==> config.mk <==
export PLATFORM = sky130hd
export DESIGN_NAME = cv32e40n_apu_arbiter
export DESIGN_NICKNAME = d
export VERILOG_FILES = /design/src/rtl/cv32e40n_apu_arb_pkg.sv /design/src/rtl/cv32e40p_apu_core_pkg.sv /design/src/rtl/cv32e40n_apu_id_fifo.sv /design/src/rtl/cv32e40n_apu_arbiter.sv
export SDC_FILE = /design/constraint.sdc
export NUM_CORES = 1
export LEC_CHECK = 0
export CORE_AREA = 5 5 165 167
export DETAILED_ROUTE_END_ITERATION = 12
export DIE_AREA = 0 0 170 172
export GPL_ROUTABILITY_DRIVEN = 1
export PLACE_DENSITY = 0.45
export SLEW_MARGIN = 20
export SYNTH_ARGS = -nofsm -noshare
export SYNTH_HDL_FRONTEND = slang
export SYNTH_HIERARCHICAL = 1
export SYNTH_SLANG_ARGS = --single-unit
export TNS_END_PERCENT = 30
==> constraint.sdc <==
create_clock -name clk_i -period 2.4 [get_ports clk_i]
set_clock_uncertainty 0.15 [all_clocks]
set_input_delay 0.36 -clock clk_i [delete_from_list [all_inputs] [get_ports clk_i]]
set_output_delay 0.36 -clock clk_i [all_outputs]
set_load 0.05 [all_outputs]
==> src/rtl/cv32e40n_apu_arb_pkg.sv <==
// Types and sizing helpers for the shared-APU arbiter.
package cv32e40n_apu_arb_pkg;

  typedef enum logic [0:0] {
    ARB_IDLE   = 1'b0,
    ARB_LOCKED = 1'b1
  } arb_state_e;

  localparam int unsigned NUM_REQ_DFLT         = 2;
  localparam int unsigned MAX_OUTSTANDING_DFLT = 4;
  localparam int unsigned REQ_IDX_W            = $clog2(NUM_REQ_DFLT);

  // Requester-index width for an arbitrary requester count (never zero).
  function automatic int unsigned req_idx_w(input int unsigned num_req);
    return (num_req > 1) ? $clog2(num_req) : 1;
  endfunction

endpackage

==> src/rtl/cv32e40p_apu_core_pkg.sv <==
// APU interface widths shared by the cores, the arbiter and the APU instances.
package cv32e40p_apu_core_pkg;

  localparam int unsigned APU_NARGS_CPU    = 3;
  localparam int unsigned APU_WOP_CPU      = 6;
  localparam int unsigned APU_NDSFLAGS_CPU = 15;
  localparam int unsigned APU_NUSFLAGS_CPU = 5;

endpackage

==> src/rtl/cv32e40n_apu_id_fifo.sv <==
// In-order queue of requester IDs, one entry per accepted but unanswered APU transaction.
module cv32e40n_apu_id_fifo #(
  parameter int unsigned DEPTH = 4,
  parameter int unsigned W     = 1
) (
  input  logic         clk_i,
  input  logic         rst_ni,
  input  logic         push,
  input  logic [W-1:0] data,
  input  logic         pop,
  output logic         full,
  output logic         empty,
  output logic [W-1:0] head
);

  localparam int unsigned PTR_W = $clog2(DEPTH);
  localparam int unsigned CNT_W = PTR_W + 1;

  logic [W-1:0]     mem_q [DEPTH];
  logic [PTR_W-1:0] wr_ptr_q;
  logic [PTR_W-1:0] rd_ptr_q;
  logic [CNT_W-1:0] count_q;
  logic             do_push;
  logic             do_pop;

  assign full    = (count_q == CNT_W'(DEPTH));
  assign empty   = (count_q == '0);
  assign head    = mem_q[rd_ptr_q];
  assign do_push = push & ~full;
  assign do_pop  = pop & ~empty;

  always_ff @(posedge clk_i or negedge rst_ni) begin
    if (!rst_ni) begin
      wr_ptr_q <= '0;
      rd_ptr_q <= '0;
      count_q  <= '0;
      for (int unsigned i = 0; i < DEPTH; i++) mem_q[i] <= '0;
    end else begin
      if (do_push) begin
        mem_q[wr_ptr_q] <= data;
        wr_ptr_q        <= wr_ptr_q + PTR_W'(1);
      end
      if (do_pop) rd_ptr_q <= rd_ptr_q + PTR_W'(1);
      case ({do_push, do_pop})
        2'b10:   count_q <= count_q + CNT_W'(1);
        2'b01:   count_q <= count_q - CNT_W'(1);
        default: count_q <= count_q;
      endcase
    end
  end

endmodule

==> src/rtl/cv32e40n_apu_arbiter.sv <==
// Shares one APU between NUM_REQ requesters: round-robin request arbitration with
// grant lock, and an ID queue that routes in-order responses back to their issuer.
module cv32e40n_apu_arbiter
  import cv32e40p_apu_core_pkg::*;
  import cv32e40n_apu_arb_pkg::*;
#(
  parameter int unsigned NUM_REQ         = NUM_REQ_DFLT,
  parameter int unsigned MAX_OUTSTANDING = MAX_OUTSTANDING_DFLT
) (
  input  logic                                              clk_i,
  input  logic                                              rst_ni,
  input  logic [NUM_REQ-1:0]                                req_req_i,
  input  logic [NUM_REQ-1:0][APU_NARGS_CPU-1:0][31:0]       req_operands_i,
  input  logic [NUM_REQ-1:0][APU_WOP_CPU-1:0]               req_op_i,
  input  logic [NUM_REQ-1:0][APU_NDSFLAGS_CPU-1:0]          req_flags_i,
  output logic [NUM_REQ-1:0]                                req_gnt_o,
  output logic [NUM_REQ-1:0]                                req_rvalid_o,
  output logic [31:0]                                       req_result_o,
  output logic [APU_NUSFLAGS_CPU-1:0]                       req_flags_o,
  output logic                                              apu_req_o,
  output logic [APU_NARGS_CPU-1:0][31:0]                    apu_operands_o,
  output logic [APU_WOP_CPU-1:0]                            apu_op_o,
  output logic [APU_NDSFLAGS_CPU-1:0]                       apu_flags_o,
  input  logic                                              apu_gnt_i,
  input  logic                                              apu_rvalid_i,
  input  logic [31:0]                                       apu_result_i,
  input  logic [APU_NUSFLAGS_CPU-1:0]                       apu_flags_i,
  output logic                                              busy_o,
  output logic                                              err_spurious_o
);

  localparam int unsigned IDX_W = req_idx_w(NUM_REQ);

  arb_state_e       state_q;
  logic [IDX_W-1:0] lock_sel_q;
  logic [IDX_W-1:0] rr_ptr_q;
  logic             err_q;
  logic [IDX_W-1:0] arb_sel;
  logic             arb_hit;
  int unsigned      rr_idx;
  logic [IDX_W-1:0] sel;
  logic             cand_valid;
  logic             accept;
  logic             resp;
  logic             fifo_full;
  logic             fifo_empty;
  logic [IDX_W-1:0] head;

  // First active requester at or after the round-robin pointer.
  always_comb begin
    arb_hit = 1'b0;
    arb_sel = rr_ptr_q;
    rr_idx  = 0;
    for (int unsigned off = 0; off < NUM_REQ; off++) begin
      rr_idx = (32'(rr_ptr_q) + off) % NUM_REQ;
      if (!arb_hit && req_req_i[IDX_W'(rr_idx)]) begin
        arb_hit = 1'b1;
        arb_sel = IDX_W'(rr_idx);
      end
    end
  end

  // A stalled request keeps its owner until granted or withdrawn.
  always_comb begin
    sel        = arb_sel;
    cand_valid = arb_hit;
    if (state_q == ARB_LOCKED) begin
      sel        = lock_sel_q;
      cand_valid = req_req_i[lock_sel_q];
    end
  end

  assign apu_req_o = cand_valid & ~fifo_full & rst_ni;
  assign accept    = apu_req_o & apu_gnt_i;
  assign resp      = apu_rvalid_i & ~fifo_empty & rst_ni;

  always_comb begin
    req_gnt_o      = '0;
    req_rvalid_o   = '0;
    apu_operands_o = '0;
    apu_op_o       = '0;
    apu_flags_o    = '0;
    if (accept) req_gnt_o[sel] = 1'b1;
    if (resp) req_rvalid_o[head] = 1'b1;
    if (apu_req_o) begin
      apu_operands_o = req_operands_i[sel];
      apu_op_o       = req_op_i[sel];
      apu_flags_o    = req_flags_i[sel];
    end
  end

  assign req_result_o   = rst_ni ? apu_result_i : '0;
  assign req_flags_o    = rst_ni ? apu_flags_i : '0;
  assign busy_o         = ~fifo_empty;
  assign err_spurious_o = err_q;

  always_ff @(posedge clk_i or negedge rst_ni) begin
    if (!rst_ni) begin
      state_q    <= ARB_IDLE;
      lock_sel_q <= '0;
      rr_ptr_q   <= '0;
      err_q      <= 1'b0;
    end else begin
      if (apu_rvalid_i && fifo_empty) err_q <= 1'b1;
      if (accept) rr_ptr_q <= (sel == IDX_W'(NUM_REQ - 1)) ? '0 : sel + IDX_W'(1);
      case (state_q)
        ARB_IDLE: begin
          if (apu_req_o && !apu_gnt_i) begin
            state_q    <= ARB_LOCKED;
            lock_sel_q <= sel;
          end
        end
        ARB_LOCKED: begin
          if (!req_req_i[lock_sel_q] || apu_gnt_i) state_q <= ARB_IDLE;
        end
        default: state_q <= ARB_IDLE;
      endcase
    end
  end

  cv32e40n_apu_id_fifo #(
    .DEPTH (MAX_OUTSTANDING),
    .W     (IDX_W)
  ) u_id_fifo (
    .clk_i  (clk_i),
    .rst_ni (rst_ni),
    .push   (accept),
    .data   (sel),
    .pop    (resp),
    .full   (fifo_full),
    .empty  (fifo_empty),
    .head   (head)
  );

endmodule

# Word-level counts from Yosys, hierarchy flattened
# Index checks and enable logic that the tools add are counted.
[op_classes]
add_sub_neg = 6
n_reduce_logical = 13
div_mod_pow = 0
mul = 0
muxes = 39
magnitude_cmp = 10
eq_ne = 3
shift = 0
n_bitwise = 12
[ops]
columns = ["op", "count"]
rows = [
  ["$mux W96", 3],
  ["$mux W15", 3],
  ["$mux W32", 1],
  ["$mux W1", 19],
  ["$mux W6", 3],
  ["$lt A1 B2 Y1 const B", 5],
  ["$and A1 B1 Y1", 7],
  ["$ge A3 B3 Y1 const B", 2],
  ["$logic_and A1 B1 Y1", 6],
  ["$not A2 Y3", 2],
  ["$pmux W3 S2", 1],
  ["$mux W5", 1],
  ["$add A2 B1 Y2 const B", 2],
  ["$bwmux W4", 1],
  ["$mux W2", 2],
  ["$add A3 B1 Y3 const B", 1],
  ["$eq A3 B3 Y1 const B", 1],
  ["$logic_not A1 Y1", 3],
  ["$logic_not A3 Y1", 1],
  ["$lt A3 B1 Y1 const B", 1],
  ["$not A1 Y1", 3],
  ["$sub A3 B1 Y3 const B", 1],
  ["$add A1 B1 Y1 const B", 2],
  ["$bmux W1 S2", 1],
  ["other kinds (9)", 11],
]
[word_totals]
latch_bits = 0
rom_bits = 0
ramBits = 0
wordCells = 94
register_bits = 15
mem_count = 0
out_inout_bits = 161
input_bits = 277

# Longest topological paths before layout
# Gate-level depths: netlist of run 1.
[logic_depth]
ltp_word = 13
ltp_mapped = 12

# By module
# Netlist of run 1, hierarchy kept.
[modules_own_cells]
columns = ["module", "n_inst", "area_each_um2", "cells_each"]
rows = [
  ["cv32e40n_apu_arbiter", 1, 2464.9, 479],
  ["cv32e40n_apu_id_fifo", 1, 605.6, 54],
]

# Worst setup path after synthesis of run 1
# Ideal clock, no wire load.
[synth_path]
path_type = "flip-flop to output port"
startpoint = "register u_id_fifo.count_q[2]"
endpoint = "output port apu_flags_o[0]"
path_stages_with_launch = 6
arrival_time_ps = 2100
setup_slack_ps = -210
cell_sequence = "dfrtp_1 > nor3b_4 > a2111oi_4 > nand2_2 > clkbuf_1 > a21oi_1"
[synth_via]
elab_chain_len = 5
[synth_lines]
columns = ["item", "line_no", "rtl"]
rows = [
  ["start, declared", "cv32e40n_apu_id_fifo.sv:22", "logic [CNT_W-1:0] count_q;"],
  ["start signal, assigned", "cv32e40n_apu_id_fifo.sv:45", "2'b10: count_q <= count_q + CNT_W'(1);"],
  ["start signal, assigned", "cv32e40n_apu_id_fifo.sv:46", "2'b01: count_q <= count_q - CNT_W'(1);"],
  ["start signal, assigned", "cv32e40n_apu_id_fifo.sv:47", "default: count_q <= count_q;"],
  ["$eq A3 B3 Y1", "cv32e40n_apu_id_fifo.sv:26", "assign full = (count_q == CNT_W'(DEPTH));"],
  ["named net fifo_full", "cv32e40n_apu_arbiter.sv:45", "logic fifo_full;"],
  ["$not A1 Y1", "cv32e40n_apu_arbiter.sv:73", "assign apu_req_o = cand_valid & ~fifo_full & rst_ni;"],
  ["$and A1 B1 Y1 (2 in series)", "cv32e40n_apu_arbiter.sv:73", ""],
  ["$mux W15", "cv32e40n_apu_arbiter.sv:85", "if (apu_req_o) begin"],
  ["end, declared", "cv32e40n_apu_arbiter.sv:23", "output logic [APU_NDSFLAGS_CPU-1:0] apu_flags_o,"],
]
# The timed path passes the listed nets, and every way through them passes these cells.

# Worst setup path in the final report of run 1
[layout_path]
startpoint = "register state_q"
endpoint = "output port apu_op_o[3]"
[layout_via]
elab_chain_len = 4
word_cells_on_any_way = 7
cone_classes = "mux: 5; bitwise: 2"
[layout_lines]
columns = ["item", "line_no", "rtl"]
rows = [
  ["start, declared", "cv32e40n_apu_arbiter.sv:34", "arb_state_e state_q;"],
  ["start signal, assigned", "cv32e40n_apu_arbiter.sv:99", "state_q <= ARB_IDLE;"],
  ["start signal, assigned", "cv32e40n_apu_arbiter.sv:109", "state_q <= ARB_LOCKED;"],
  ["start signal, assigned", "cv32e40n_apu_arbiter.sv:114", "if (!req_req_i[lock_sel_q] || apu_gnt_i) state_q <= ARB_IDLE;"],
  ["$mux W1", "cv32e40n_apu_arbiter.sv:67", "if (state_q == ARB_LOCKED) begin"],
  ["$mux W6 (implied by the code) / $and A1 B1 Y1 (equally long branches) (2 in series)", "cv32e40n_apu_arbiter.sv:87, cv32e40n_apu_arbiter.sv:73", ""],
  ["$mux W6 (*)", "cv32e40n_apu_arbiter.sv:85", ""],
  ["end, declared", "cv32e40n_apu_arbiter.sv:22", "output logic [APU_WOP_CPU-1:0] apu_op_o,"],
]
# Every way passes the cells marked *; elsewhere a longest branch is shown, timed or not. The select of a mux whose other input is x is not followed.

==> results of run 1 <==
-- cells in the mapped netlist (4+ instances only) --
library cell / n / share of area
dfrtp_1: 15 / 0.12
buf_1: 9 / 0.011
inv_1: 10 / 0.012
nand3_1: 118 / 0.19
buf_6: 4 / 0.015
a21oi_1: 100 / 0.16
a21oi_2: 19 / 0.054
nand2_1: 129 / 0.16
o21ai_0: 8 / 0.013
nor2_1: 6 / 0.0073
clkbuf_1: 22 / 0.027
and2_1: 38 / 0.077
buf_2: 21 / 0.034
ha_1: 5 / 0.020
-- cells by family after synthesis --
| kind of cell | Yosys count | share of synthesized area |
|---|---|---|
| and+or+nand+nor | 300 | 0.457 |
| AOI/OAI and AO/OA | 134 | 0.254 |
| buffers and inverters | 67 | 0.101 |
| DFF | 15 | 0.122 |
| xor gates and xnor gates | 6 | 0.0171 |
| adders and majority gates | 6 | 0.0269 |
| muxes | 5 | 0.0220 |
-- per-stage QoR --
step	util	instance area, um^2
after floorplan	-	3070
after global placement	0.384	9840
after detailed placement	0.384	9840
after CTS	0.424	10900
after global routing	0.447	11400
final	0.447	11400
-- area by class of cell --
cell class              count  area share
clock buffers               3     0.00656
clock inverters             1    0.000437
inverters                  10     0.00328
multi-input cells         452       0.297
flip-flops and latches     15      0.0329
well taps                 335      0.0366
repair buffers            519       0.623
-- critical path, cell delays in order (launching register included) --
cell and delay, ps:
dfrtp_2 430, buf_4 150, nand2_4 50, or2_2 290
buf_6 150, nand2_8 170, buf_16 190, a21oi_2 40
buf_4 150, buf_12 140
-- routing by layer --
layer / up-vias / track usage / share of wire
li1: 2753 / - / -
met1: 2668 / 0.172 / 0.37
met2: 318 / 0.287 / 0.51
met3: 36 / 0.0505 / 0.098
met4: 0 / 0.0319 / 0.025
met5: - / 0 / 0
-- flip-flops by register name (all words and copies together), names as in the netlist --
signal and flops:
rr_ptr_q 1, u_id_fifo/count_q 3, lock_sel_q 1, u_id_fifo/rd_ptr_q 2, state_q 1, u_id_fifo/wr_ptr_q 2
err_spurious_o 1, u_id_fifo/mem_q 4
-- layout by cell type (no fill, tap or decap), types with 3 or more instances in the layout --
master / Yosys / final
a21oi_4: 0 / 61
nand2_4: 0 / 7
buf_12: 0 / 174
nand2_2: 1 / 19
dfrtp_1: 15 / 14
a21oi_2: 19 / 57
xor2_1: 3 / 3
mux2i_1: 3 / 3
xnor2_1: 3 / 3
buf_16: 0 / 9
clkdlybuf4s50_1: 0 / 274
nand2_1: 129 / 103
ha_1: 5 / 5
buf_4: 0 / 37
o21ai_0: 8 / 8
nor2_1: 6 / 4
inv_1: 10 / 10
and2_1: 38 / 38
clkbuf_16: 0 / 9
nand3_1: 118 / 116
buf_6: 4 / 11
-- how the worst max path moves through the flow --
stage,from,end,depth (start not counted)
after floorplan,u_id_fifo/count_q[2]$_DFFE_PN0P_,apu_flags_o[0],5
after global placement,req_req_i[1],apu_flags_o[1],8
after detailed placement,req_req_i[0],apu_flags_o[11],9
after CTS,state_q$_DFF_PN0_,apu_flags_o[6],7
after global routing,state_q$_DFF_PN0_,apu_flags_o[11],7
final,state_q$_DFF_PN0_,apu_op_o[3],9
-- report_power, final --
group	internal [mW]	switching [mW]
registers	0.373	0.102
clock network	0.223	0.105
logic	4.07	4.63
-- timing repair --
item                                   in CTS  in global routing
pin swaps                                  29                 35
resized for setup                         153                 85
hold buffers                                1                  0
setup buffers                               7                  3
endpoints found under the hold margin      14                  0
cloned                                      8                  6
setup endpoints to repair                 122                123
==> qor.yml, run 1 <==
die_area_um2: 29200
rows: 59
finalCriticalPeriod_ps: 2540
seqCellArea_um2: 377
fin_setup_tns_ps: -10820
grt_pass1_wl_mm: 35.7
antenna_found_initial: 0
pre_cts_ws_ps: -558
required_ps: 1890
synth_flop_cell: "dfrtp_1"
synth_warnings: 6
htree_levels: 1
ir_drop_uv: 403
async_flop_share: 1.00
grt_max_degree: 60
r2r_cells: 11
timing.slew.headroom: 0.665
grt_overflow: 0
drive_above_1_share: 0.406
num_io_pins: 438
path_max_fanout: 13
synth_seq_cells: 15
fmax_ghz: 0.393
worstMarginPinSlew_ps: 502
slew_violations: 0
n_antenna_cell: 0
clock_latency_ps: 250
netlist_area_um2: 3070
first_pass_iters: 4
rsz0062_at_grt: "true"
hold_ws_ps: -10.0
cts_made_buffers: 3
dp.cells: 1307
grt.total_usage: 0.154
violations: "hold timing, setup timing"
worstPathArrival_ps: 2030
instances_no_fill: 1335
cts_tree: "built"
gp_congestion: 0.792
endpoint_kind: "primary output"
ys_types: 36
p_per_area_nw_per_um2: 830
clk_path_buf_depth: 2
hold_class: "input port to asynchronous set/reset pin"
root_buffer: "clkbuf_16"
dp_hpwl_mm: 19.0
drt_iter0_drc: 213
multiInputGateArea_um2: 3400
die_height_um: 172
initial_core_util: 0.120
worst_r2r_endpoint: "u_id_fifo/count_q[2]$_DFFE_PN0P_"
clkTransAtPathRegs_ps: 50
start_kind: "flip-flop"
syn_nets: 816
fillers: 2428
report.power.total_mw: 9.50
post-route-period-util: 1.06
seq_area_frac_synth: 0.122
port_buffers: 437
finalSetupViolations: 120
r2r_slack_ps: -80
rr_startpoint: "state_q$_DFF_PN0_"
drc: 0
core-area_um2: 25600
clock_sinks: 15
via_per_inst: 4.33
worst_slack_ps: -143
maxCapViolCount: 0
path_class: "flip-flop to primary output"
syn2layout_area_growth_pct: 273
chipWidth_um: 170
wl_mm: 26.1
avgSynthCellArea_um2: 5.76
vias: 5775
wire_per_inst_um: 19.6
p_leak_nw: 4.41
postSynthCellCount: 533
hold_violations: 1
synth_edf_count: 0
grt_pass1_vias: 6036
ant_nets: 0
nets: 1284
status: "complete, but fails checks"
Note: power is estimated with default switching activity, not from simulation.
==> inputs of run 2 (changes only) <==
--- a/config.mk
+++ b/config.mk
@@ -6,6 +6,7 @@
 export NUM_CORES = 1
 export LEC_CHECK = 0
 export CORE_AREA = 5 5 165 167
+export CTS_BUF_LIST = sky130_fd_sc_hd__clkbuf_4
 export DETAILED_ROUTE_END_ITERATION = 12
 export DIE_AREA = 0 0 170 172
 export GPL_ROUTABILITY_DRIVEN = 1
==> run 2 against run 1 <==
Against the previous run: the run ends with setup timing left; final cell count grew 0.22%; core utilization shrank 0.30 points; largest cell class unchanged; maximum frequency shrank 1.6%; critical endpoint is now apu_flags_o[11]; sequential power shrank 0.8%; register-to-register slack gained 50 ps; sequential share of layout area is essentially flat; clock-buffer cell count is the same; power shrank 1.7%; flip-flop and latch count is the same.
==> qor.yml, run 2 (synthesis gave the netlist of run 1 again) <==
grt_pass1_wl_mm: 34.0
violations: "setup timing"
grt_max_degree: 60
slew_violations: 0
die_area_um2: 29200
die_height_um: 172
fillers: 2426
clock_latency_ps: 290
grt_overflow: 0
r2r_slack_ps: -30
status: "complete, but fails checks"
cts_tree: "built"
final_common_cell: "clkdlybuf4s50_1"
antenna_found_initial: 0
hold_path_depth: 1
worst_r2r_endpoint: "u_id_fifo/count_q[2]$_DFFE_PN0P_"
worstMarginPinSlew_ps: 491
finalSetupViolations: 120
hold_class: "flip-flop to flip-flop"
rr_startpoint: "state_q$_DFF_PN0_"
multiInputGateArea_um2: 3420
htree_levels: 1
dp.cells: 1307
drc: 0
largest_register_ffs: 4
ir_drop_uv: 501
top_regs: "u_id_fifo/mem_q x4, u_id_fifo/count_q x3"
seqCellArea_um2: 377
clock_sinks: 15
start_kind: "flip-flop"
first_pass_iters: 4
path_max_fanout: 12
path_class: "flip-flop to primary output"
worst_slack_ps: -185
cts_made_buffers: 3
drt_iter0_drc: 225
drive_above_1_share: 0.408
endpoint_kind: "primary output"
timing.slew.headroom: 0.671
nets: 1286
initial_core_util: 0.120
regMostFlops: "u_id_fifo/mem_q"
post-route-period-util: 1.08
vias: 5779
clk_path_buf_depth: 2
finalCriticalPeriod_ps: 2590
worstPathArrival_ps: 2080
min_from: "err_spurious_o$_DFFE_PN0P_"
instances_no_fill: 1338
pre_cts_ws_ps: -558
rsz0062_at_grt: "true"
hold_violations: 0
dp_hpwl_mm: 19.0
via_per_inst: 4.32
p_per_area_nw_per_um2: 821
root_buffer: "clkbuf_4"
grt_pass1_vias: 5816
clkTransAtPathRegs_ps: 90
required_ps: 1890
maxCapViolCount: 0
report.power.total_mw: 9.34
r2r_cells: 11
chipWidth_um: 170
port_buffers: 437
core-area_um2: 25600
wire_per_inst_um: 19.3
grt.total_usage: 0.147
rows: 59
num_io_pins: 438
min_to: "err_spurious_o$_DFFE_PN0P_"
layout_common_cells: "clkdlybuf4s50_1 (274), buf_12 (175), nand3_1 (114), nand2_1 (108), a21oi_4 (65)"
syn2layout_area_growth_pct: 270
ant_nets: 0
p_leak_nw: 4.34
gp_congestion: 0.792
wl_mm: 25.8
fmax_ghz: 0.387
run 2: changes by cell type in the layout (fill, tap and decap cells not counted), sizes merged:
| cell | previous run | this run |
|---|---|---|
| bufbuf | 1 | 0 |
| dlymetal6s2s | 1 | 0 |
| diode | 0 | 1 |
| dlygate4sd2 | 1 | 2 |
| clkbuf | 9 | 10 |
| buf | 235 | 237 |
run 2: cell type report:
type,count,area share
multi-input cells,452,0.301
clock inverters,1,0.000440
repair buffers,521,0.623
clock buffers,3,0.00198
diodes,1,0.000220
inverters,10,0.00330
well taps,335,0.0369
flip-flops and latches,15,0.0331
run 2: critical path, stage by stage (launching register included):
cell and delay, ps:
dfrtp_1 390, nor3b_4 160, a2111oi_4 330, buf_6 200
nand2_8 110, buf_16 190, a21oi_4 140, buf_6 120
buf_12 120
run 2: power breakdown:
part	internal [mW]	switching, mW
Combinational	4.08	4.64
Sequential	0.371	0.0999
Clock	0.0621	0.0901
run 2: worst max path at each step:
stage | startpoint | to | slack [ps] | cells past startpoint
final | u_id_fifo/count_q[2]$_DFFE_PN0P_ | apu_flags_o[11] | -190 | 8
after CTS | state_q$_DFF_PN0_ | apu_flags_o[11] | -290 | 7
after floorplan | u_id_fifo/count_q[2]$_DFFE_PN0P_ | apu_flags_o[0] | -210 | 5
after detailed placement | req_req_i[0] | apu_flags_o[11] | -560 | 9
after global placement | req_req_i[1] | apu_flags_o[1] | -530 | 8
after global routing | u_id_fifo/count_q[2]$_DFFE_PN0P_ | apu_flags_o[11] | -260 | 8
run 2: timing repair:
action / in CTS / in global routing
hold buffers: 1 / 0
endpoints found under the hold margin: 15 / 0
resized for setup: 104 / 134
pin swaps: 34 / 30
cloned: 3 / 9
endpoints found under the setup margin: 123 / 123
setup buffers: 7 / 8
run 2: metal layers:
| metal | track usage | wire (um) | share of wire | vias to the layer above |
|---|---|---|---|---|
| li1 | - | - | - | 2756 |
| met1 | 0.161 | 9420 | 0.36 | 2679 |
| met2 | 0.274 | 13200 | 0.51 | 310 |
| met3 | 0.0528 | 2600 | 0.10 | 34 |
| met4 | 0.0278 | 582 | 0.023 | 0 |
| met5 | 0 | 0 | 0 | - |
run 2: stage by stage:
| stage | utilization | setup TNS, ps | hold slack, ps | instance area [um^2] |
|---|---|---|---|---|
| 2_1_floorplan | - | -20250 | -85.6 | 3070 |
| 3_3_place_gp | 0.384 | -54900 | 242 | 9840 |
| 3_5_place_dp | 0.384 | -58390 | 244 | 9840 |
| 4_1_cts | 0.409 | -26010 | 325 | 10500 |
| 5_1_grt | 0.444 | -23200 | 356 | 11400 |
| 6_report | 0.444 | -13680 | 317 | 11400 |
